`src/rtl/vrev_pkg.sv`:
```
// Shared types and helpers for the bit-reversal sharing arbiter.
package vrev_pkg;

  localparam int DEF_DATA_W = 8;

  typedef enum logic {
    SLOT_EMPTY = 1'b0,
    SLOT_FULL  = 1'b1
  } slot_e;

  function automatic int id_w(input int n);
    return $clog2(n);
  endfunction

  function automatic logic [DEF_DATA_W-1:0] bit_rev(input logic [DEF_DATA_W-1:0] d);
    logic [DEF_DATA_W-1:0] r;
    for (int i = 0; i < DEF_DATA_W; i++) r[i] = d[DEF_DATA_W-1-i];
    return r;
  endfunction

endpackage

```
`src/rtl/bit_reverse_unit.sv`:
```
// Purely combinational bit reversal: dout[i] = din[W-1-i].
module bit_reverse_unit #(
  parameter int W = 8
) (
  input  logic [W-1:0] din,
  output logic [W-1:0] dout
);

  for (genvar i = 0; i < W; i++) begin : g_rev
    assign dout[i] = din[W-1-i];
  end

endmodule

```
`src/rtl/vrev_share_arbiter.sv`:
```
// Round-robin share of one bit-reversal datapath among NUM_REQ valid/ready
// requesters, with a single registered, id-tagged response slot.
module vrev_share_arbiter
  import vrev_pkg::*;
#(
  parameter  int NUM_REQ = 4,
  parameter  int DATA_W  = DEF_DATA_W,
  parameter  int CNT_W   = 16,
  localparam int ID_W    = id_w(NUM_REQ)
) (
  input  logic                      clk,
  input  logic                      rst_n,
  input  logic [NUM_REQ-1:0]        req_valid,
  input  logic [NUM_REQ*DATA_W-1:0] req_data,
  output logic [NUM_REQ-1:0]        req_ready,
  output logic                      rsp_valid,
  output logic [DATA_W-1:0]         rsp_data,
  output logic [ID_W-1:0]           rsp_id,
  input  logic                      rsp_ready,
  output logic                      busy,
  output logic [CNT_W-1:0]          xfer_cnt
);

  slot_e            slot;
  logic [ID_W-1:0]  rr_ptr;
  logic [ID_W-1:0]  grant_idx;
  logic             grant_found;
  logic             can_accept;
  logic             accept;
  int               cand;
  logic [DATA_W-1:0] req_words [NUM_REQ];
  logic [DATA_W-1:0] rev_out;

  for (genvar k = 0; k < NUM_REQ; k++) begin : g_unpack
    assign req_words[k] = req_data[k*DATA_W +: DATA_W];
  end

  assign rsp_valid  = (slot == SLOT_FULL);
  assign can_accept = !rsp_valid || rsp_ready;
  assign accept     = grant_found && can_accept;
  assign busy       = rsp_valid || (|req_valid);

  // Search starts one past the last winner so the previous grantee goes last.
  always_comb begin
    // NOTE: every variable gets a default before any conditional write, otherwise a latch is inferred.
    grant_found = 1'b0;
    grant_idx   = '0;
    cand        = 0;
    for (int i = 1; i <= NUM_REQ; i++) begin
      cand = (int'(rr_ptr) + i) % NUM_REQ;
      if (!grant_found && req_valid[ID_W'(cand)]) begin
        grant_found = 1'b1;
        grant_idx   = ID_W'(cand);
      end
    end
  end

  always_comb begin
    req_ready = '0;
    if (accept) req_ready[grant_idx] = 1'b1;
  end

  bit_reverse_unit #(.W(DATA_W)) u_rev (
    .din  (req_words[grant_idx]),
    .dout (rev_out)
  );

  // An accept overrides a drain in the same cycle, keeping the slot FULL.
  always_ff @(posedge clk or negedge rst_n) begin
    if (!rst_n) begin
      // NOTE: sequential state uses non-blocking assignments so every register samples pre-edge values.
      slot     <= SLOT_EMPTY;
      rsp_data <= '0;
      rsp_id   <= '0;
      rr_ptr   <= ID_W'(NUM_REQ-1);
      xfer_cnt <= '0;
    end else if (accept) begin
      slot     <= SLOT_FULL;
      rsp_data <= rev_out;
      rsp_id   <= grant_idx;
      rr_ptr   <= grant_idx;
      if (xfer_cnt != '1) xfer_cnt <= xfer_cnt + 1'b1;
    end else if (rsp_valid && rsp_ready) begin
      slot <= SLOT_EMPTY;
    end
  end

endmodule

```
`config.mk`:
```
export PLATFORM = sky130hd
export DESIGN_NAME = vrev_share_arbiter
export DESIGN_NICKNAME = d
export VERILOG_FILES = /design/src/rtl/vrev_pkg.sv /design/src/rtl/bit_reverse_unit.sv /design/src/rtl/vrev_share_arbiter.sv
export SDC_FILE = /design/constraint.sdc
export NUM_CORES = 1
export LEC_CHECK = 0
export BUFFER_PORTS_ARGS = -buffer_cell sky130_fd_sc_hd__buf_2
export CAP_MARGIN = 5
export CORE_MARGIN = 2
export CORE_UTILIZATION = 28
export CTS_BUF_LIST = sky130_fd_sc_hd__clkbuf_16
export DETAILED_ROUTE_END_ITERATION = 8
export GPL_TIMING_DRIVEN = 0
export SYNTH_ARGS = -nofsm -noshare
export SYNTH_HDL_FRONTEND = slang
export SYNTH_SLANG_ARGS = --single-unit
export TNS_END_PERCENT = 20
```
`constraint.sdc`:
```
create_clock -name clk -period 2.6 [get_ports clk]
set_clock_uncertainty 0.2 [all_clocks]
set_input_delay 0.65 -clock clk [delete_from_list [all_inputs] [get_ports clk]]
set_output_delay 0.65 -clock clk [all_outputs]
set_load 0.02 [all_outputs]
```
==> results of run 1 <==
layer usage:
metal  global-route usage  vias to the layer above  share of wire
li1                     -                      722              -
met4               0.0414                        0         0.0059
met2                0.208                       46           0.49
met3               0.0305                        5          0.068
met5                    0                        -              0
met1                0.164                      687           0.43
synthesized netlist by cell type (all sizes together), types with 2 or more instances:
| cell | instances | area, µm² |
|---|---|---|
| a21o | 2 | 15.0 |
| nor3 | 2 | 20.0 |
| xnor2 | 9 | 78.8 |
| xor2 | 2 | 17.5 |
| nand2 | 21 | 78.8 |
| inv | 2 | 7.51 |
| nor2 | 9 | 33.8 |
| buf | 5 | 36.3 |
| o221ai | 9 | 85.1 |
| o21ai | 2 | 10.0 |
| a41oi | 2 | 17.5 |
| dfstp | 2 | 52.6 |
| o31ai | 2 | 15.0 |
| nand4 | 3 | 18.8 |
| nand3 | 9 | 57.6 |
| nand2b | 4 | 25.0 |
| a21oi | 7 | 35.0 |
| dfrtp | 27 | 676 |
| mux2i | 17 | 170 |
| and3 | 7 | 50.1 |
worst max-delay path by stage:
stage,to,cells after the start,start,slack (ns)
2_1_floorplan,req_ready[2],5,rsp_ready,0.18
3_3_place_gp,req_ready[2],7,req_valid[1],-0.29
3_5_place_dp,req_ready[2],7,req_valid[1],-0.32
4_1_cts,req_ready[1],6,rr_ptr[1],-0.04
5_1_grt,req_ready[0],6,rr_ptr[1],-0.08
6_report,req_ready[0],6,rr_ptr[1],0.04
layout by cell type, fill, tap and decap left out, types with 2 or more instances in the layout:
master | Yosys | layout
buf_2 | 2 | 67
dfrtp_1 | 27 | 27
nand2_1 | 21 | 20
mux2i_1 | 17 | 17
buf_4 | 2 | 13
nor2_1 | 9 | 9
xnor2_1 | 9 | 9
nand3_1 | 8 | 8
o221ai_1 | 8 | 8
a21oi_1 | 7 | 6
and3_1 | 5 | 5
clkbuf_16 | 0 | 5
nand2b_1 | 4 | 4
buf_6 | 1 | 3
inv_1 | 2 | 3
nand4_1 | 3 | 3
a21o_1 | 2 | 2
nor3_2 | 2 | 2
a41oi_1 | 2 | 2
xor2_1 | 2 | 2
o21ai_0 | 2 | 2
o31ai_1 | 2 | 2
dfstp_2 | 2 | 2
through the flow:
stage                     cell area [µm²]  TNS, ns  hold WS, ns  power, W
after global placement               2040   -0.809        0.258   0.00143
final                                2280        0        0.214   0.00198
after floorplan                      1600        0        0.154   0.00119
after CTS                            2220  -0.0576        0.246   0.00199
after global routing                 2280   -0.134        0.277   0.00212
after detailed placement             2040   -0.888        0.268   0.00144
cells by family after synthesis:
group	count (synthesis)
AOI/OAI and AO/OA	27
xor gates and xnor gates	11
adders and majority gates	1
buffers and inverters	7
DFF	29
muxes	18
and+or+nand+nor	58
timing repair:
action	4_1_cts	5_1_grt
gates cloned	0	0
setup buffers	2	6
endpoints found under the setup margin	4	4
gates resized for setup	8	5
pin swaps	2	4
flip-flops by register name (all words and copies together), names as in the netlist:
signal     flops
rsp_data       8
rsp_valid      1
rr_ptr         2
rsp_id         2
xfer_cnt      16
area by class of cell:
class	count	area [µm²]	share of cell area
timing repair buffer	78	420	0.184
multi-input combinational	115	858	0.376
sequential	29	728	0.319
clock buffer	5	125	0.0548
clock inverter	2	7.51	0.00329
tap	72	90.1	0.0395
buffer	5	46.3	0.0203
inverter	2	7.51	0.00329
power breakdown:
| part | switching (W) | leakage [nW] | internal [W] |
|---|---|---|---|
| Sequential | 0.000136 | 0.353 | 0.000582 |
| Clock | 0.000172 | 0.0685 | 0.000340 |
| Combinational | 0.000428 | 0.688 | 0.000319 |
| Total | 0.000737 | 1.11 | 0.00124 |
==> results.sh, run 1 <==
export IMPL_hold_viol_final=0
export IMPL_wire_per_inst_um=13.2
export IMPL_diodes=0
export IMPL_synth_simple_gate_area_share=0.199
export IMPL_layout_cells_non_filler=308
export IMPL_synthArstFlopShare=1.00
export IMPL_numCtsBuffers=5
export IMPL_syn_inst=151
export IMPL_cp_max_fo=9
export IMPL_clkLatencyLatePin_ns=0.27
export IMPL_period_share=0.984
export IMPL_layout_drive_gt1_share=0.441
export IMPL_maxCapViolations=0
export IMPL_worst_ir_drop_vdd_uv=662
export IMPL_clockBufferDepth=2
export IMPL_timing_rr_start="rr_ptr[1]"
export IMPL_ys_types=34
export IMPL_min_path_type="primary input to asynchronous set/reset pin"
export IMPL_status="finished clean"
export IMPL_dieArea_um2=6340
export IMPL_crit_buf_inv=1
export IMPL_setup_viol=0
export IMPL_max_freq_ghz=0.391
export IMPL_placed_cells=293
export IMPL_fin_ws_ns=0.0427
export IMPL_globalRoute_totalOverflow=0
export IMPL_ys_seq_area_frac=0.455
export IMPL_grt_pass1_wl_mm=6.35
export IMPL_min_period_ns=2.56
export IMPL_antenna_left=0
export IMPL_grt_usage=0.127
export IMPL_endpoint_kind="primary output"
export IMPL_area_delta_synth_final_pct=42.7
export IMPL_post_route_drc_count=0
export IMPL_synth_xor_area_share=0.0602
export IMPL_yosys_area_share_adder=0.00782
export IMPL_cts_hold_buf=0
export IMPL_max_slew_worst_pin_slew_ns=0.652
export IMPL_rows=27
export IMPL_crit_path_start_kind="register"
export IMPL_final_util=0.415
export IMPL_crit_family="flip-flops"
export IMPL_io_buffer_count=70
export IMPL_yosysWarnings=0
export IMPL_synth_area_per_cell_um2=10.6
export IMPL_r2r_end="rsp_data[0]"
export IMPL_p_leak_nw=1.11
export IMPL_synth_mux_area_frac=0.113
export IMPL_drt_iter0_markers=36
export IMPL_power_per_cell_area_nw_per_um2=866
export IMPL_num_fill_cells=551
export IMPL_gp_congestion=0.721
export IMPL_clk_pin_slew_ns=0.05
export IMPL_ys_seq_elements=29
export IMPL_cp_required_ns=1.75
export IMPL_cp_slowest_cell="dfstp_2"
export IMPL_clock_sinks=29
export IMPL_synth_top_family_by_area="simple AND/OR/NAND/NOR gates"
export IMPL_grt_pass1_vias=1353
export IMPL_antenna_found_initial=0
export IMPL_grt_max_degree=30
export IMPL_vias_per_cell=4.74
export IMPL_synth_edf_count=0
export IMPL_cts_tree="built"
export IMPL_drv_slew=0
export IMPL_via_count=1460
export IMPL_pin_count=71
export IMPL_routed_wl_mm=4.07
export IMPL_dp_hpwl_mm=2.94
export IMPL_rrSetupSlack_ns=0.48
export IMPL_synth_compound_area_share=0.138
export IMPL_critPathKind="register to primary output"
export IMPL_reg2reg_depth=7
export IMPL_pre_cts_ws_ns=-0.323
export IMPL_syn_nets=191
export IMPL_ys_flop_type="dfrtp_1"
export IMPL_rsz0062_at_grt="true"
export IMPL_coreArea_um2=5510
export IMPL_crit_chain="a21oi_1 -> a31oi_1 -> a21o_1 -> nand2_4 -> nor2_1 -> buf_4"
export IMPL_die_y_um=79.6
export IMPL_cpPeakStageDelay_ns=0.59
export IMPL_syn_area_um2=1600
export IMPL_h_tree_depth=2
export IMPL_die_x_um=79.6
export IMPL_maxSlewHeadroom=0.565
export IMPL_initial_utilization=0.291
export IMPL_cts_root_buf="clkbuf_16"
export IMPL_fin_nets=276
export IMPL_crit_arrival_ns=1.71
export IMPL_drtPass1Iterations=6
No activity file was read; power rests on OpenSTA's default activity.
==> inputs of run 2 (changes only) <==
==> constraint.sdc (replaced) <==
create_clock -name clk -period 2.6 [get_ports clk]
set_clock_uncertainty 0.2 [all_clocks]
set_input_delay 0.26 -clock clk [delete_from_list [all_inputs] [get_ports clk]]
set_output_delay 0.26 -clock clk [all_outputs]
set_load 0.02 [all_outputs]
==> results.sh, run 2 (synthesized netlist as in run 1, its figures left out) <==
export IMPL_status="finished clean"
export IMPL_crit_chain="nand2b_1 -> a21oi_1 -> o221ai_2 -> buf_4 -> and3_1 -> buf_2"
export IMPL_power_per_cell_area_nw_per_um2=886
export IMPL_coreArea_um2=5510
export IMPL_r2r_end="rsp_data[4]"
export IMPL_grt_usage=0.126
export IMPL_cp_slowest_cell="dfstp_2"
export IMPL_max_freq_ghz=0.427
export IMPL_endpoint="req_ready[1]"
export IMPL_maxCapViolations=0
export IMPL_cpPeakStageDelay_ns=0.58
export IMPL_fin_nets=269
export IMPL_endpoint_kind="primary output"
export IMPL_routed_wl_mm=3.88
export IMPL_drv_slew=0
export IMPL_hold_viol_final=0
export IMPL_critical_path_startpoint="rr_ptr[1]"
export IMPL_layout_commonest_cell="buf_2"
export IMPL_clk_pin_slew_ns=0.04
export IMPL_pin_count=71
export IMPL_grt_pass1_vias=1322
export IMPL_layout_drive_gt1_share=0.406
export IMPL_post_route_drc_count=0
export IMPL_crit_arrival_ns=1.88
export IMPL_min_period_ns=2.34
export IMPL_drt_iter0_markers=29
export IMPL_post_cts_buffers=0
export IMPL_final_setup_tns_ns=0
export IMPL_cts_tree="built"
export IMPL_gp_congestion=0.721
export IMPL_p_leak_nw=1.06
export IMPL_via_count=1432
export IMPL_h_tree_depth=2
export IMPL_period_share=0.901
export IMPL_grt_pass1_wl_mm=6.29
export IMPL_final_cell_mix="buf_2, dfrtp_1, nand2_1"
export IMPL_cts_root_buf="clkbuf_16"
export IMPL_multiInputGateArea_um2=828
export IMPL_reg2reg_depth=6
export IMPL_antenna_found_initial=0
export IMPL_cp_required_ns=2.14
export IMPL_regMostFlops="xfer_cnt"
export IMPL_regArea_um2=728
export IMPL_crit_buf_inv=2
export IMPL_largest_reg_flops=16
export IMPL_num_fill_cells=564
export IMPL_crit_path_start_kind="register"
export IMPL_dieArea_um2=6340
export IMPL_die_x_um=79.6
export IMPL_clockBufferDepth=2
export IMPL_diodes=0
export IMPL_clock_sinks=29
export IMPL_drtPass1Iterations=6
export IMPL_wire_per_inst_um=12.9
export IMPL_critPathKind="register to primary output"
export IMPL_vias_per_cell=4.76
export IMPL_cp_max_fo=10
export IMPL_min_path_type="primary input to register"
export IMPL_cts_hold_buf=1
export IMPL_rrSetupSlack_ns=0.60
export IMPL_cts_resized=0
export IMPL_io_buffer_count=70
export IMPL_cp_depth=6
export IMPL_rsz0062_at_grt="false"
export IMPL_maxSlewHeadroom=0.567
export IMPL_max_slew_worst_pin_slew_ns=0.650
export IMPL_die_y_um=79.6
export IMPL_setup_viol=0
export IMPL_dp_hpwl_mm=2.94
export IMPL_rows=27
export IMPL_initial_utilization=0.291
export IMPL_worst_ir_drop_vdd_uv=663
export IMPL_clkLatencyLatePin_ns=0.27
export IMPL_crit_family="flip-flops"
export IMPL_grt_max_degree=30
export IMPL_antenna_left=0
export IMPL_timing_rr_start="rr_ptr[1]"
export IMPL_top_regs="xfer_cnt x16, rsp_data x8"
export IMPL_area_delta_synth_final_pct=36.4
export IMPL_power_w=0.00194
export IMPL_numCtsBuffers=5
export IMPL_globalRoute_totalOverflow=0
## run 2: cell type report
type                    instances  area share
well taps                      72      0.0413
flip-flops and latches         29       0.334
multi-input cells             115       0.379
inverters                       2     0.00344
repair buffers                 71       0.165
clock buffers                   5      0.0573
clock inverters                 2     0.00344
plain buffers                   5      0.0166
## run 2: worst min path at each step
stage              start          end  slack, ns  cells after the start
2_1_floorplan      rst_n  rsp_data[0]      -0.24                      0
3_3_place_gp       rst_n    rsp_valid       0.14                      1
3_5_place_dp       rst_n    rsp_valid       0.14                      1
4_1_cts        rsp_ready    rsp_valid       0.06                      4
5_1_grt        rsp_ready    rsp_valid       0.09                      4
6_report       rsp_ready    rsp_valid       0.06                      4
## run 2: through the flow
step           hold slack, ns  utilization  cell area, µm²  worst slack (ns)  cells
6_report               0.0597        0.397            2180             0.258    301
5_1_grt                0.0873        0.397            2180             0.129    301
4_1_cts                0.0555        0.397            2180             0.238    301
3_5_place_dp            0.140        0.371            2040             0.457    293
3_3_place_gp            0.137        0.371            2040             0.491    293
2_1_floorplan          -0.236            -            1600             0.640    151
## run 2: where the power goes
part | leakage, nW | total, W | internal, W | switching (W)
sequential | 0.353 | 0.000717 | 0.000582 | 0.000135
combinational | 0.639 | 0.000705 | 0.000289 | 0.000416
clock | 0.0685 | 0.000513 | 0.000340 | 0.000173
## run 2: metal layers
metal	GRT usage	share of wire
met2	0.203	0.47
met4	0.0414	0.012
met3	0.0294	0.076
met5	0	0
met1	0.165	0.45
## run 2: worst reg2reg max path, cell delays in order (launching register included)
cell and delay [ns]:
dfstp_2 0.58, nand2b_1 0.12, a21oi_1 0.07, o221ai_2 0.26, buf_4 0.26, mux2i_1 0.24
o221ai_1 0.14
==> inputs of run 3 (changes only) <==
--- a/config.mk
+++ b/config.mk
@@ -13,3 +13,3 @@
 export DETAILED_ROUTE_END_ITERATION = 8
-export GPL_TIMING_DRIVEN = 0
+export GPL_TIMING_DRIVEN = 1
 export SYNTH_ARGS = -nofsm -noshare
==> constraint.sdc (replaced) <==
create_clock -name clk -period 2.01 [get_ports clk]
set_clock_uncertainty 0.2 [all_clocks]
set_input_delay 0 -clock clk [delete_from_list [all_inputs] [get_ports clk]]
set_output_delay 0 -clock clk [all_outputs]
set_load 0.02 [all_outputs]
==> results.sh, run 3 (synthesized netlist as in run 1, its figures left out) <==
export IMPL_rrSetupSlack_ns=0.01
export IMPL_dieArea_um2=6340
export IMPL_area_delta_synth_final_pct=68.3
export IMPL_hold_viol_final=0
export IMPL_clk_pin_slew_ns=0.05
export IMPL_p_sw_frac=0.368
export IMPL_fin_ws_ns=0.00198
export IMPL_post_route_drc_count=0
export IMPL_gp_congestion=0.723
export IMPL_cpMostUsedCell="buf_4"
export IMPL_vias_per_cell=4.67
export IMPL_layout_drive_gt1_share=0.394
export IMPL_p_leak_nw=1.31
export IMPL_cts_root_buf="clkbuf_16"
export IMPL_clkLatencyLatePin_ns=0.27
export IMPL_grt_pass1_wl_mm=7.51
export IMPL_coreArea_um2=5510
export IMPL_die_y_um=79.6
export IMPL_crit_family="flip-flops"
export IMPL_pin_count=71
export IMPL_drv_slew=0
export IMPL_initial_utilization=0.291
export IMPL_whs_ns=0.106
export IMPL_min_path_type="primary input to asynchronous set/reset pin"
export IMPL_min_period_ns=2.01
export IMPL_wire_per_inst_um=13.8
export IMPL_max_slew_worst_pin_slew_ns=0.698
export IMPL_rsz0062_at_grt="true"
export IMPL_cp_required_ns=1.81
export IMPL_routed_wl_mm=4.83
export IMPL_layout_commonest_cell="buf_2"
export IMPL_crit_arrival_ns=1.81
export IMPL_pre_cts_ws_ns=0.0778
export IMPL_antenna_found_initial=0
export IMPL_largest_reg_flops=16
export IMPL_power_switching_w=0.00101
export IMPL_critPathKind="register to primary output"
export IMPL_die_x_um=79.6
export IMPL_grt_max_degree=30
export IMPL_drt_iter0_markers=72
export IMPL_setup_viol=0
export IMPL_comb_power_share=0.430
export IMPL_endpoint_kind="primary output"
export IMPL_intPower_w=0.00173
export IMPL_via_count=1630
export IMPL_rows=27
export IMPL_maxCapViolations=0
export IMPL_power_frac_seq=0.323
export IMPL_pwr_share_clk=0.247
export IMPL_cp_slowest_cell="dfstp_2"
export IMPL_period_share=0.999
export IMPL_cpPeakStageDelay_ns=0.57
export IMPL_crit_buf_inv=3
export IMPL_globalRoute_totalOverflow=0
export IMPL_numCtsBuffers=5
export IMPL_power_per_cell_area_nw_per_um2=1020
export IMPL_final_cell_mix="buf_2, dlygate4sd3_1, dfrtp_1"
export IMPL_drtPass1Iterations=4
export IMPL_maxSlewHeadroom=0.534
export IMPL_grt_usage=0.151
export IMPL_grt_pass1_vias=1594
export IMPL_dp_hpwl_mm=3.07
export IMPL_h_tree_depth=2
export IMPL_io_buffer_count=70
export IMPL_top_regs="xfer_cnt x16, rsp_data x8"
export IMPL_regMostFlops="xfer_cnt"
export IMPL_worst_ir_drop_vdd_uv=567
export IMPL_antenna_left=0
export IMPL_cts_tree="built"
export IMPL_cp_max_fo=10
export IMPL_diodes=0
export IMPL_max_freq_ghz=0.498
export IMPL_crit_chain="mux2i_1 -> o221ai_2 -> buf_4 -> clkbuf_16 -> nor2_2 -> buf_4"
export IMPL_status="finished clean"
export IMPL_crit_path_start_kind="register"
export IMPL_fin_nets=316
export IMPL_clock_sinks=29
export IMPL_clockBufferDepth=2
==> run 3: cell types whose count changed in the layout (fill, tap and decap cells not counted), moves of 2 or more <==
cell,delta
dlygate4sd3_1,+34
nor2_1,-2
inv_1,+2
buf_2,-6
buf_4,+17
==> run 3: timing repair <==
item,in CTS,in global routing
buffers inserted,0,5
pin swaps,0,6
gates resized for setup,1,10
hold buffers,35,0
endpoints found under the hold margin,37,0
gates cloned,0,1
endpoints found under the setup margin,1,5
==> run 3: final cells by class <==
type	count	area [µm²]
clock buffers	5	125
clock inverters	3	11.3
fillers	497	2810
inverters	2	7.51
multi-input cells	115	852
flip-flops and latches	29	728
well taps	72	90.1
repair buffers	123	880
==> run 3: per-stage QoR <==
stage,area (µm²),std cells,setup TNS (ns),util,power (W)
after global placement,2110,300,0,0.383,0.00194
after detailed placement,2110,300,0,0.383,0.00195
after global routing,2690,349,-0.436,0.489,0.00292
after floorplan,1600,151,0,-,0.00154
final,2690,349,0,0.489,0.00274
after CTS,2600,343,0,0.471,0.00270
==> run 3: worst paths after layout <==
kind / startpoint / end / depth (start not counted)
max: rr_ptr[1] / req_ready[2] / 6
min: rst_n / rsp_valid / 2
max reg2reg: rr_ptr[1] / rsp_data[5] / 7
min reg2reg: rsp_id[1] / rsp_id[1] / 2
max in group asynchronous: rst_n / xfer_cnt[2] / 2
min in group clk: req_valid[2] / rr_ptr[1] / 6
==> run 3: power groups by stage <==
stage	registers [W]	clock network (W)	logic, W
finish	0.000885	0.000677	0.00118
global route	0.000914	0.000732	0.00128
CTS	0.000889	0.000701	0.00111
detailed placement	0.000895	0	0.00105
global placement	0.000894	0	0.00104
floorplan	0.00111	0	0.000437
==> run 3: per-layer routing <==
| layer | GRT usage | up-vias | wire [µm] |
|---|---|---|---|
| li1 | - | 808 | - |
| met1 | 0.180 | 769 | 2000 |
| met2 | 0.266 | 48 | 2510 |
| met3 | 0.0351 | 5 | 284 |
| met4 | 0.0466 | 0 | 31 |
| met5 | 0 | - | 0 |
